File: src/rtl/bcd_conv_scheduler_if.sv
// ============================================================================
// Module   : bcd_conv_scheduler_if
// Purpose  : Requester, converter and result signals of the BCD scheduler.
// Revision : 1.0  initial release
// ============================================================================
`default_nettype none

interface bcd_conv_scheduler_if;
    logic [3:0]  req;
    logic [63:0] data_in;
    logic [3:0]  ack;
    logic [15:0] conv_data;
    logic [15:0] conv_bcd;
    logic [15:0] bcd_out;
    logic [1:0]  ch_out;
    logic        ovf_out;
    logic        bcd_valid;
    logic        busy;

    modport slave (
        input  req, data_in, conv_bcd,
        output ack, conv_data, bcd_out, ch_out, ovf_out, bcd_valid, busy
    );

    modport master (
        output req, data_in, conv_bcd,
        input  ack, conv_data, bcd_out, ch_out, ovf_out, bcd_valid, busy
    );
endinterface

`default_nettype wire

File: src/rtl/bcd_conv_scheduler.sv
// ============================================================================
// Module   : bcd_conv_scheduler
// Purpose  : Round-robin sharing of one free-running binary-to-BCD converter
//            among four requesters, with clamping and channel tagging.
// Revision : 1.0  initial release
// ============================================================================
`default_nettype none

module bcd_conv_scheduler #(
    parameter int          N_CH       = 4,
    parameter int          SETTLE_CYC = 80,
    parameter int          CNT_W      = 7,
    parameter logic [15:0] BCD_MAX    = 16'd9999
) (
    input  wire logic           sys_clk,
    input  wire logic           sys_rst_n,
    bcd_conv_scheduler_if.slave bus
);

    typedef enum logic [0:0] {
        ST_IDLE = 1'b0,
        ST_WAIT = 1'b1
    } state_t;

    state_t      state_q, state_d;
    logic [CNT_W-1:0] cnt_q, cnt_d;
    logic [1:0]  last_grant_q, last_grant_d;
    logic [1:0]  grant_q, grant_d;
    logic        ovf_pend_q, ovf_pend_d;
    logic [15:0] conv_data_q, conv_data_d;
    logic [15:0] bcd_q, bcd_d;
    logic [1:0]  ch_q, ch_d;
    logic        ovf_q, ovf_d;
    logic [3:0]  ack_q, ack_d;
    logic        valid_q, valid_d;

    logic        arb_found;
    logic [1:0]  arb_grant;
    logic [1:0]  arb_idx;
    logic [15:0] sel_data;
    logic        sel_ovf;

    // Search starts one past the last winner so every requester gets a turn.
    always_comb begin
        arb_found = 1'b0;
        arb_grant = 2'd0;
        arb_idx   = 2'd0;
        for (int k = 1; k <= N_CH; k++) begin
            arb_idx = last_grant_q + 2'(k);
            if (!arb_found && bus.req[arb_idx]) begin
                arb_found = 1'b1;
                arb_grant = arb_idx;
            end
        end
    end

    assign sel_data = bus.data_in[{arb_grant, 4'b0000} +: 16];
    assign sel_ovf  = (sel_data > BCD_MAX);

    always_comb begin
        state_d      = state_q;
        cnt_d        = cnt_q;
        last_grant_d = last_grant_q;
        grant_d      = grant_q;
        ovf_pend_d   = ovf_pend_q;
        conv_data_d  = conv_data_q;
        bcd_d        = bcd_q;
        ch_d         = ch_q;
        ovf_d        = ovf_q;
        ack_d        = 4'b0000;
        valid_d      = 1'b0;

        case (state_q)
            ST_IDLE: begin
                if (arb_found) begin
                    conv_data_d  = sel_ovf ? BCD_MAX : sel_data;
                    ovf_pend_d   = sel_ovf;
                    ack_d        = 4'b0001 << arb_grant;
                    grant_d      = arb_grant;
                    last_grant_d = arb_grant;
                    cnt_d        = '0;
                    state_d      = ST_WAIT;
                end
            end
            ST_WAIT: begin
                cnt_d = cnt_q + 1'b1;
                // The window spans two full converter periods, so conv_bcd
                // now reflects conv_data regardless of converter phase.
                if (cnt_q == CNT_W'(SETTLE_CYC - 1)) begin
                    bcd_d   = bus.conv_bcd;
                    ch_d    = grant_q;
                    ovf_d   = ovf_pend_q;
                    valid_d = 1'b1;
                    state_d = ST_IDLE;
                end
            end
            default: state_d = ST_IDLE;
        endcase
    end

    always_ff @(posedge sys_clk or negedge sys_rst_n) begin
        if (!sys_rst_n) begin
            state_q      <= ST_IDLE;
            cnt_q        <= '0;
            last_grant_q <= 2'd3;
            grant_q      <= 2'd0;
            ovf_pend_q   <= 1'b0;
            conv_data_q  <= 16'd0;
            bcd_q        <= 16'd0;
            ch_q         <= 2'd0;
            ovf_q        <= 1'b0;
            ack_q        <= 4'b0000;
            valid_q      <= 1'b0;
        end else begin
            state_q      <= state_d;
            cnt_q        <= cnt_d;
            last_grant_q <= last_grant_d;
            grant_q      <= grant_d;
            ovf_pend_q   <= ovf_pend_d;
            conv_data_q  <= conv_data_d;
            bcd_q        <= bcd_d;
            ch_q         <= ch_d;
            ovf_q        <= ovf_d;
            ack_q        <= ack_d;
            valid_q      <= valid_d;
        end
    end

    assign bus.ack       = ack_q;
    assign bus.conv_data = conv_data_q;
    assign bus.bcd_out   = bcd_q;
    assign bus.ch_out    = ch_q;
    assign bus.ovf_out   = ovf_q;
    assign bus.bcd_valid = valid_q;
    assign bus.busy      = (state_q == ST_WAIT);

endmodule

`default_nettype wire

File: src/flat_wrapper.sv
// flat-port wrapper written by rule: the top's interface ports become plain ports
module bcd_conv_scheduler_flat 
#(
    parameter int          N_CH       = 4,
    parameter int          SETTLE_CYC = 80,
    parameter int          CNT_W      = 7,
    parameter logic [15:0] BCD_MAX    = 16'd9999
)
  (sys_clk, sys_rst_n, bus_req, bus_data_in, bus_conv_bcd, bus_ack, bus_conv_data, bus_bcd_out, bus_ch_out, bus_ovf_out, bus_bcd_valid, bus_busy);
  bcd_conv_scheduler_if bus_i ();
  input  wire logic sys_clk;
  input  wire logic sys_rst_n;
  input wire logic [$bits(bus_i.req)-1:0] bus_req;
  input wire logic [$bits(bus_i.data_in)-1:0] bus_data_in;
  input wire logic [$bits(bus_i.conv_bcd)-1:0] bus_conv_bcd;
  output wire logic [$bits(bus_i.ack)-1:0] bus_ack;
  output wire logic [$bits(bus_i.conv_data)-1:0] bus_conv_data;
  output wire logic [$bits(bus_i.bcd_out)-1:0] bus_bcd_out;
  output wire logic [$bits(bus_i.ch_out)-1:0] bus_ch_out;
  output wire logic [$bits(bus_i.ovf_out)-1:0] bus_ovf_out;
  output wire logic [$bits(bus_i.bcd_valid)-1:0] bus_bcd_valid;
  output wire logic [$bits(bus_i.busy)-1:0] bus_busy;
  assign bus_i.req = bus_req;
  assign bus_i.data_in = bus_data_in;
  assign bus_i.conv_bcd = bus_conv_bcd;
  assign bus_ack = bus_i.ack;
  assign bus_conv_data = bus_i.conv_data;
  assign bus_bcd_out = bus_i.bcd_out;
  assign bus_ch_out = bus_i.ch_out;
  assign bus_ovf_out = bus_i.ovf_out;
  assign bus_bcd_valid = bus_i.bcd_valid;
  assign bus_busy = bus_i.busy;
  bcd_conv_scheduler #(.N_CH(N_CH), .SETTLE_CYC(SETTLE_CYC), .CNT_W(CNT_W), .BCD_MAX(BCD_MAX)) u_core (.sys_clk(sys_clk), .sys_rst_n(sys_rst_n), .bus(bus_i));
endmodule
File: config.mk
export PLATFORM = sky130hd
export DESIGN_NAME = bcd_conv_scheduler_flat
export DESIGN_NICKNAME = d
export VERILOG_FILES = /design/src/rtl/bcd_conv_scheduler_if.sv /design/src/rtl/bcd_conv_scheduler.sv /design/src/flat_wrapper.sv
export SDC_FILE = /design/constraint.sdc
export NUM_CORES = 1
export LEC_CHECK = 0
export ABC_AREA = 1
export CELL_PAD_IN_SITES_DETAIL_PLACEMENT = 1
export CELL_PAD_IN_SITES_GLOBAL_PLACEMENT = 1
export CORE_AREA = 2 2 106 108
export DETAILED_ROUTE_END_ITERATION = 8
export DIE_AREA = 0 0 108 110
export HOLD_SLACK_MARGIN = 0.02
export PLACE_DENSITY = 0.9
export SYNTH_ARGS = -nofsm -noshare
export SYNTH_HDL_FRONTEND = slang
export SYNTH_SLANG_ARGS = --single-unit
File: constraint.sdc
create_clock -name sys_clk -period 3.5 [get_ports sys_clk]
set_clock_uncertainty 0.2 [all_clocks]
set_input_delay 0.7 -clock sys_clk [delete_from_list [all_inputs] [get_ports sys_clk]]
set_output_delay 0.7 -clock sys_clk [all_outputs]
set_load 0.05 [all_outputs]
==> results of run 1 <==
==> worst max path at each step <==
stage	end	startpoint	cells after the start
after floorplan	u_core.bus.conv_data[10]$_DFFE_PN0P_	bus_req[2]	19
after global placement	u_core.bus.conv_data[2]$_DFFE_PN0P_	bus_req[3]	17
after detailed placement	u_core.bus.conv_data[2]$_DFFE_PN0P_	bus_req[1]	17
after CTS	u_core.bus.conv_data[2]$_DFFE_PN0P_	bus_req[1]	17
after global routing	u_core.bus.conv_data[1]$_DFFE_PN0P_	bus_req[1]	17
final	u_core.bus.conv_data[3]$_DFFE_PN0P_	bus_req[1]	17
==> final cells by class <==
cell class	count	area (um^2)	share of cell area
timing repair buffer	135	1340	0.289
sequential	53	1330	0.287
multi-input combinational	304	1500	0.324
tap	140	175	0.0378
clock buffer	5	68.8	0.0149
inverter	47	184	0.0397
clock inverter	2	35.0	0.00757
==> power by group through the flow <==
stage | registers (mW) | logic (mW) | clock network (mW)
6_report | 0.612 | 0.251 | 0.402
5_1_grt | 0.612 | 0.279 | 0.440
4_1_cts | 0.612 | 0.256 | 0.414
3_5_place_dp | 0.624 | 0.254 | 0
3_3_place_gp | 0.624 | 0.245 | 0
2_1_floorplan | 0.624 | 0.120 | 0
==> worst max-delay path, stage by stage <==
cell	delay, ps
clkdlybuf4s50_1	490
nand2_1	80
nand3_1	120
nand2_1	100
inv_1	100
nor2_4	50
nand3_2	70
nand3_4	60
inv_1	240
buf_4	220
nand3_1	90
nand2_1	80
nand2_2	100
a21oi_4	370
nand3_2	130
nand2_1	80
inv_1	40
==> cell usage in the layout, fill, tap and decap left out, types with 2 or more instances in the layout <==
cell type / instances
nand2_2: 18
nand3_1: 52
nand3_2: 5
inv_2: 3
o22ai_1: 2
buf_4: 8
clkbuf_8: 5
nand3_4: 3
nand2_1: 151
a21oi_1: 6
a32o_1: 2
dfrtp_1: 51
or2_2: 2
nor2_4: 2
inv_1: 41
clkdlybuf4s50_1: 125
clkinv_1: 2
o21ai_0: 15
nor2_1: 21
nand4_1: 8
nand3b_1: 8
xor2_1: 2
nand2_4: 2
dfstp_2: 2
==> through the flow <==
step                power, mW  utilization
global placement        0.869        0.423
floorplan               0.745            -
finish                   1.26        0.433
detailed placement      0.878        0.423
global route             1.33        0.433
CTS                      1.28        0.433
==> cell families after synthesis <==
group | share of synthesized area
adders and majority gates | 0.00397
xor gates and xnor gates | 0.00556
DFF | 0.422
buffers and inverters | 0.102
and+or+nand+nor | 0.411
AOI/OAI and AO/OA | 0.0556
==> state kept, by name (all words and copies together), names as in the netlist <==
name and count:
u_core.bus.bcd_out 16, u_core.bus.conv_data 16, u_core.cnt_q 7, u_core.bus.ack 4, u_core.bus.ch_out 2, u_core.grant_q 2, u_core.last_grant_q 2, u_core.bus.bcd_valid 1
u_core.bus.busy 1, u_core.bus.ovf_out 1, u_core.ovf_pend_q 1
==> routing by layer <==
layer	vias up	wire [um]	track usage
met4	0	301	0.0659
met5	-	0	0
li1	1578	-	-
met1	1503	4130	0.197
met3	23	572	0.0364
met2	113	4990	0.317
==> flow_summary_export.csv, run 1 <==
group,metric,value,unit
status,status,"finished, final reports clean",
finish,nNetsFinal,633,
pwr,clkPwrFrac,0.318,
floorplan,core-area,10700,um^2
clock_network,cts_resized,0,
global_route,grt_max_degree,37,
synth,ys_types,31,
synth,synth_area_leaders,"dfrtp_1 (41%), nand2_1 (18%), nand3_1 (8.3%)",
finish,insertedDiodeCount,0,
placement,dpl-instance-area,4520,um^2
detailed_routing,drt_first_pass_iters,4,
min_path,min_path_type,"input port to async pin",
detailed_routing,viasPerCell,4.69,
finish,area_delta_synth_final,46.9,%
critical_path,ff2ff_setup_slack,550,ps
detailed_routing,wl_per_cell,14.6,um
pwr,p_int,949,uW
synth,synth_top_area_cell,"dfrtp_1",
floorplan,rows,38,
synth,ys_seq_area_frac,0.422,
placement,portBuffers,126,
pwr,power_frac_comb,0.198,
sta,setup_violations,0,
global_route,grt-ovfl-total,0,
floorplan,start_util,0.295,
finish,final_area,4630,um^2
critical_path,r2r_start,"u_core.last_grant_q[0]$_DFFE_PN1P_",
sta,holdWs,112,ps
sta,hold_viol,0,
synth,syn_nets,510,
floorplan,die_area,11900,um^2
clock_network,cts_tree,"built",
clock_network,ctsHoldBuffers,0,
detailed_routing,drt_iter0_markers,98,
sta,rsz0062_at_grt,"no",
critical_path,r2r_cells,16,
pwr,ir_drop,0.000133,V
floorplan,die-width,108,um
critical_path,rr_endpoint,"u_core.bus.conv_data[3]$_DFFE_PN0P_",
global_route,grt_antenna_before_repair,0,
clock_network,cts_made_buffers,5,
synth,synth_edf_count,0,
pwr,swShare,0.250,
critical_path,endpoint_kind,"flip-flop",
synth,synth_flop_cell,"dfrtp_1",
critical_path,cp_max_fo,14,
flow_run,maxCapViolCount,0,
clock_network,cts_root_buf,"clkbuf_8",
sta,max-slew-margin-rel,0.611,
synth,netlist_top_cells_count,"nand2_1 (151), nand3_1 (52), dfrtp_1 (51)",
pwr,pwr-share-seq,0.484,
placement,place.detailed.instances,679,
placement,place_congestion,0.798,
clock_network,cts_setup_buffers,0,
finish,fillers,1296,
clock_network,clockBufferDepth,2,
pwr,switchingPower,316,uW
critical_path,crit_path_start_kind,"input port",
finish,finalNonFillerCells,686,
synth,synth_top_area_share,0.405,
synth,synthCells,423,
synth,async_reset_ff_frac,1.00,
sta,fmax,320,MHz
global_route,grtUsageTotal,0.173,
sta,layout_setup_ws,378,ps
global_route,grt_pass1_wl,16.3,mm
placement,dp_slack,14.2,ps
floorplan,pin_count,127,
sta,tightestPinTransition,582,ps
clock_network,cts.clk_slew.worst_paths,80,ps
detailed_routing,num_vias,3217,
detailed_routing,drtAntennaViolNets,0,
clock_network,htreeDepth,2,
pwr,power_per_cell_area,273,nW/um^2
synth,synth.avg_cell_area,7.45,um^2
clock_network,cts_sinks,53,
pwr,cellLeakagePower,2.20,nW
synth,synth_seq_cells,53,
clock_network,clk_latency,310,ps
synth,syn-cell-area,3150,um^2
critical_path,crit_arrival,3120,ps
critical_path,required,3500,ps
placement,dp_hpwl,7.83,mm
synth,synth.most_common_cell,"nand2_1",
finish,drive_gt1_frac,0.106,
detailed_routing,drc_errors,0,
detailed_routing,wl,10.0,mm
synth,yosys_warnings,0,
global_route,grt_pass1_vias,3457,
sta,fin_crit,3120,ps
critical_path,crit_type,"input port to flip-flop",
sta,finalCritPeriodShare,0.892,
sta,fin_setup_tns,0,ps
sta,drv_slew,0,
floorplan,die_h,110,um
(Power assumes the default switching activity.)
==> run 2, diff against run 1 <==
Settings changed: CORE_AREA 2 2 106 108 to 2 2 148 78, DIE_AREA 0 0 108 110 to 0 0 150 80.
==> run 2 against run 1 <==
Effect of this change:
- combinational power up 2%
- clock power up 40%
- clock-buffer cell count up 1
- flip-flop and latch count unchanged
- first-iteration DRC count up 33%
- hold slack better by 170 ps
- global-route usage up 0.51 points
- die area up 1.0%
- maximum frequency down 1.8%
- via count unchanged
- worst setup slack worse by 56 ps
- largest cell class unchanged
==> flow_summary_export.csv, run 2 (synthesis gave the netlist of run 1 again) <==
group,metric,value,unit
global_route,grt-busiest-layer,"met2",
pwr,ir_drop,0.000234,V
sta,tightestPinTransition,840,ps
critical_path,endpoint_kind,"flip-flop",
floorplan,die-width,150,um
finish,final_common_cell,"nand2_1",
critical_path,cp_max_fo,14,
global_route,grt_max_degree,40,
status,status,"finished, final reports clean",
clock_network,cts_resized,0,
floorplan,pin_count,127,
global_route,grtUsageTotal,0.178,
global_route,grt_pass1_vias,3419,
global_route,grt.met3_usage,0.0560,
placement,place_congestion,0.796,
detailed_routing,drt_iter0_markers,130,
sta,hold_viol,0,
floorplan,rows,27,
critical_path,crit_type,"input port to flip-flop",
finish,final_core_util,0.441,
clock_network,ctsHoldBuffers,0,
detailed_routing,drt_first_pass_iters,5,
detailed_routing,wl_per_cell,14.7,um
finish,finalNonFillerCells,693,
critical_path,crit_arrival,3160,ps
sta,fmax,315,MHz
finish,area_delta_synth_final,49.4,%
sta,drv_slew,0,
pwr,power_per_cell_area,304,nW/um^2
pwr,switchingPower,345,uW
global_route,grt-ovfl-total,0,
finish,insertedDiodeCount,0,
clock_network,cts_root_buf,"clkbuf_16",
finish,drive_gt1_frac,0.108,
clock_network,cts.clk_slew.worst_paths,70,ps
sta,layout_setup_ws,322,ps
pwr,clkPwrFrac,0.393,
detailed_routing,drc_errors,0,
pwr,swShare,0.241,
critical_path,required,3480,ps
placement,dp_slack,-40.3,ps
sta,finalCritPeriodShare,0.908,
detailed_routing,viasPerCell,4.64,
clock_network,cts_tree,"built",
clock_network,cts_sinks,53,
detailed_routing,num_vias,3217,
floorplan,core-area,10700,um^2
floorplan,die_area,12000,um^2
sta,max-slew-margin-rel,0.440,
global_route,grt_antenna_before_repair,0,
pwr,power_frac_comb,0.179,
global_route,grt_use_met1,0.231,
pwr,cellLeakagePower,2.23,nW
floorplan,die_h,80,um
placement,portBuffers,126,
detailed_routing,wl,10.2,mm
clock_network,htreeDepth,2,
placement,place.detailed.instances,684,
finish,nNetsFinal,634,
pwr,pwr-share-seq,0.428,
global_route,use_met2,0.298,
global_route,grt_pass1_wl,16.8,mm
critical_path,crit_path_start_kind,"input port",
floorplan,start_util,0.295,
flow_run,maxCapViolCount,0,
clock_network,clockBufferDepth,2,
sta,setup_violations,0,
finish,final_cell_mix,"nand2_1 (151), clkdlybuf4s50_1 (125), nand3_1 (52)",
min_path,min_path_type,"flip-flop to flip-flop",
detailed_routing,drtAntennaViolNets,0,
pwr,p_int,1.08,mW
clock_network,clk_latency,300,ps
clock_network,cts_made_buffers,5,
sta,rsz0062_at_grt,"no",
placement,dp_hpwl,8.16,mm
sta,fin_crit,3180,ps
run 2: worst paths after layout:
path,from,end,slack (ps),cells after the start
hold / removal,u_core.bus.bcd_out[5]$_DFFE_PN0P_,u_core.bus.bcd_out[5]$_DFFE_PN0P_,280,2
setup reg to reg,u_core.last_grant_q[0]$_DFFE_PN1P_,u_core.bus.conv_data[5]$_DFFE_PN0P_,530,15
setup / recovery,bus_req[2],u_core.bus.conv_data[5]$_DFFE_PN0P_,320,16
min in group asynchronous,sys_rst_n,u_core.cnt_q[0]$_DFFE_PN0P_,310,1
max in group asynchronous,sys_rst_n,u_core.bus.conv_data[5]$_DFFE_PN0P_,2060,2
hold reg to reg,u_core.bus.bcd_out[5]$_DFFE_PN0P_,u_core.bus.bcd_out[5]$_DFFE_PN0P_,280,2
run 2: through the flow:
| step | power [mW] | TNS, ps | hold WS [ps] | cell area [um^2] |
|---|---|---|---|---|
| 3_5_place_dp | 0.875 | -177 | 267 | 4520 |
| 3_3_place_gp | 0.866 | 0 | 257 | 4520 |
| 5_1_grt | 1.49 | 0 | 311 | 4710 |
| 2_1_floorplan | 0.745 | 0 | 204 | 3150 |
| 6_report | 1.43 | 0 | 282 | 4710 |
| 4_1_cts | 1.44 | 0 | 287 | 4690 |
run 2: timing repair:
item,in CTS,in global routing
setup buffers,0,1
endpoints found under the hold margin,0,0
endpoints found under the setup margin,0,2
run 2: power groups by stage:
stage | clock (mW) | combinational, mW | sequential, mW
5_1_grt | 0.599 | 0.283 | 0.612
6_report | 0.561 | 0.255 | 0.612
4_1_cts | 0.578 | 0.252 | 0.612
2_1_floorplan | 0 | 0.120 | 0.624
3_5_place_dp | 0 | 0.251 | 0.624
3_3_place_gp | 0 | 0.242 | 0.624
run 2: critical path, cell delays in order:
cell and delay [ps]:
clkdlybuf4s50_1 510, nand2_1 70, nand2_2 110, nand2_1 60, nand2_1 100, inv_1 100, nand3_2 100, nand3_4 90
inv_1 370, nand3_1 170, nand2_1 130, nand2_1 70, nor2_2 150, nand3_4 190, nand4_1 160, nand2_1 60
run 2: area by class of cell:
class | count | area, um^2
multi-input combinational | 304 | 1500
sequential | 53 | 1330
clock inverter | 2 | 38.8
tap | 145 | 181
timing repair buffer | 136 | 1340
fill | 1330 | 5970
clock buffer | 6 | 129
inverter | 47 | 184
run 2: metal layers:
layer,part of all wire,vias up
li1,-,1583
met1,0.47,1530
met2,0.45,96
met3,0.080,8
met4,0.0053,0
met5,0,-
==> run 3, diff against run 2 <==
Settings changed: SKIP_LAST_GASP from default to 1.
==> results of run 3 <==
No change in the layout: final DEF, timing and power equal those of run 2.
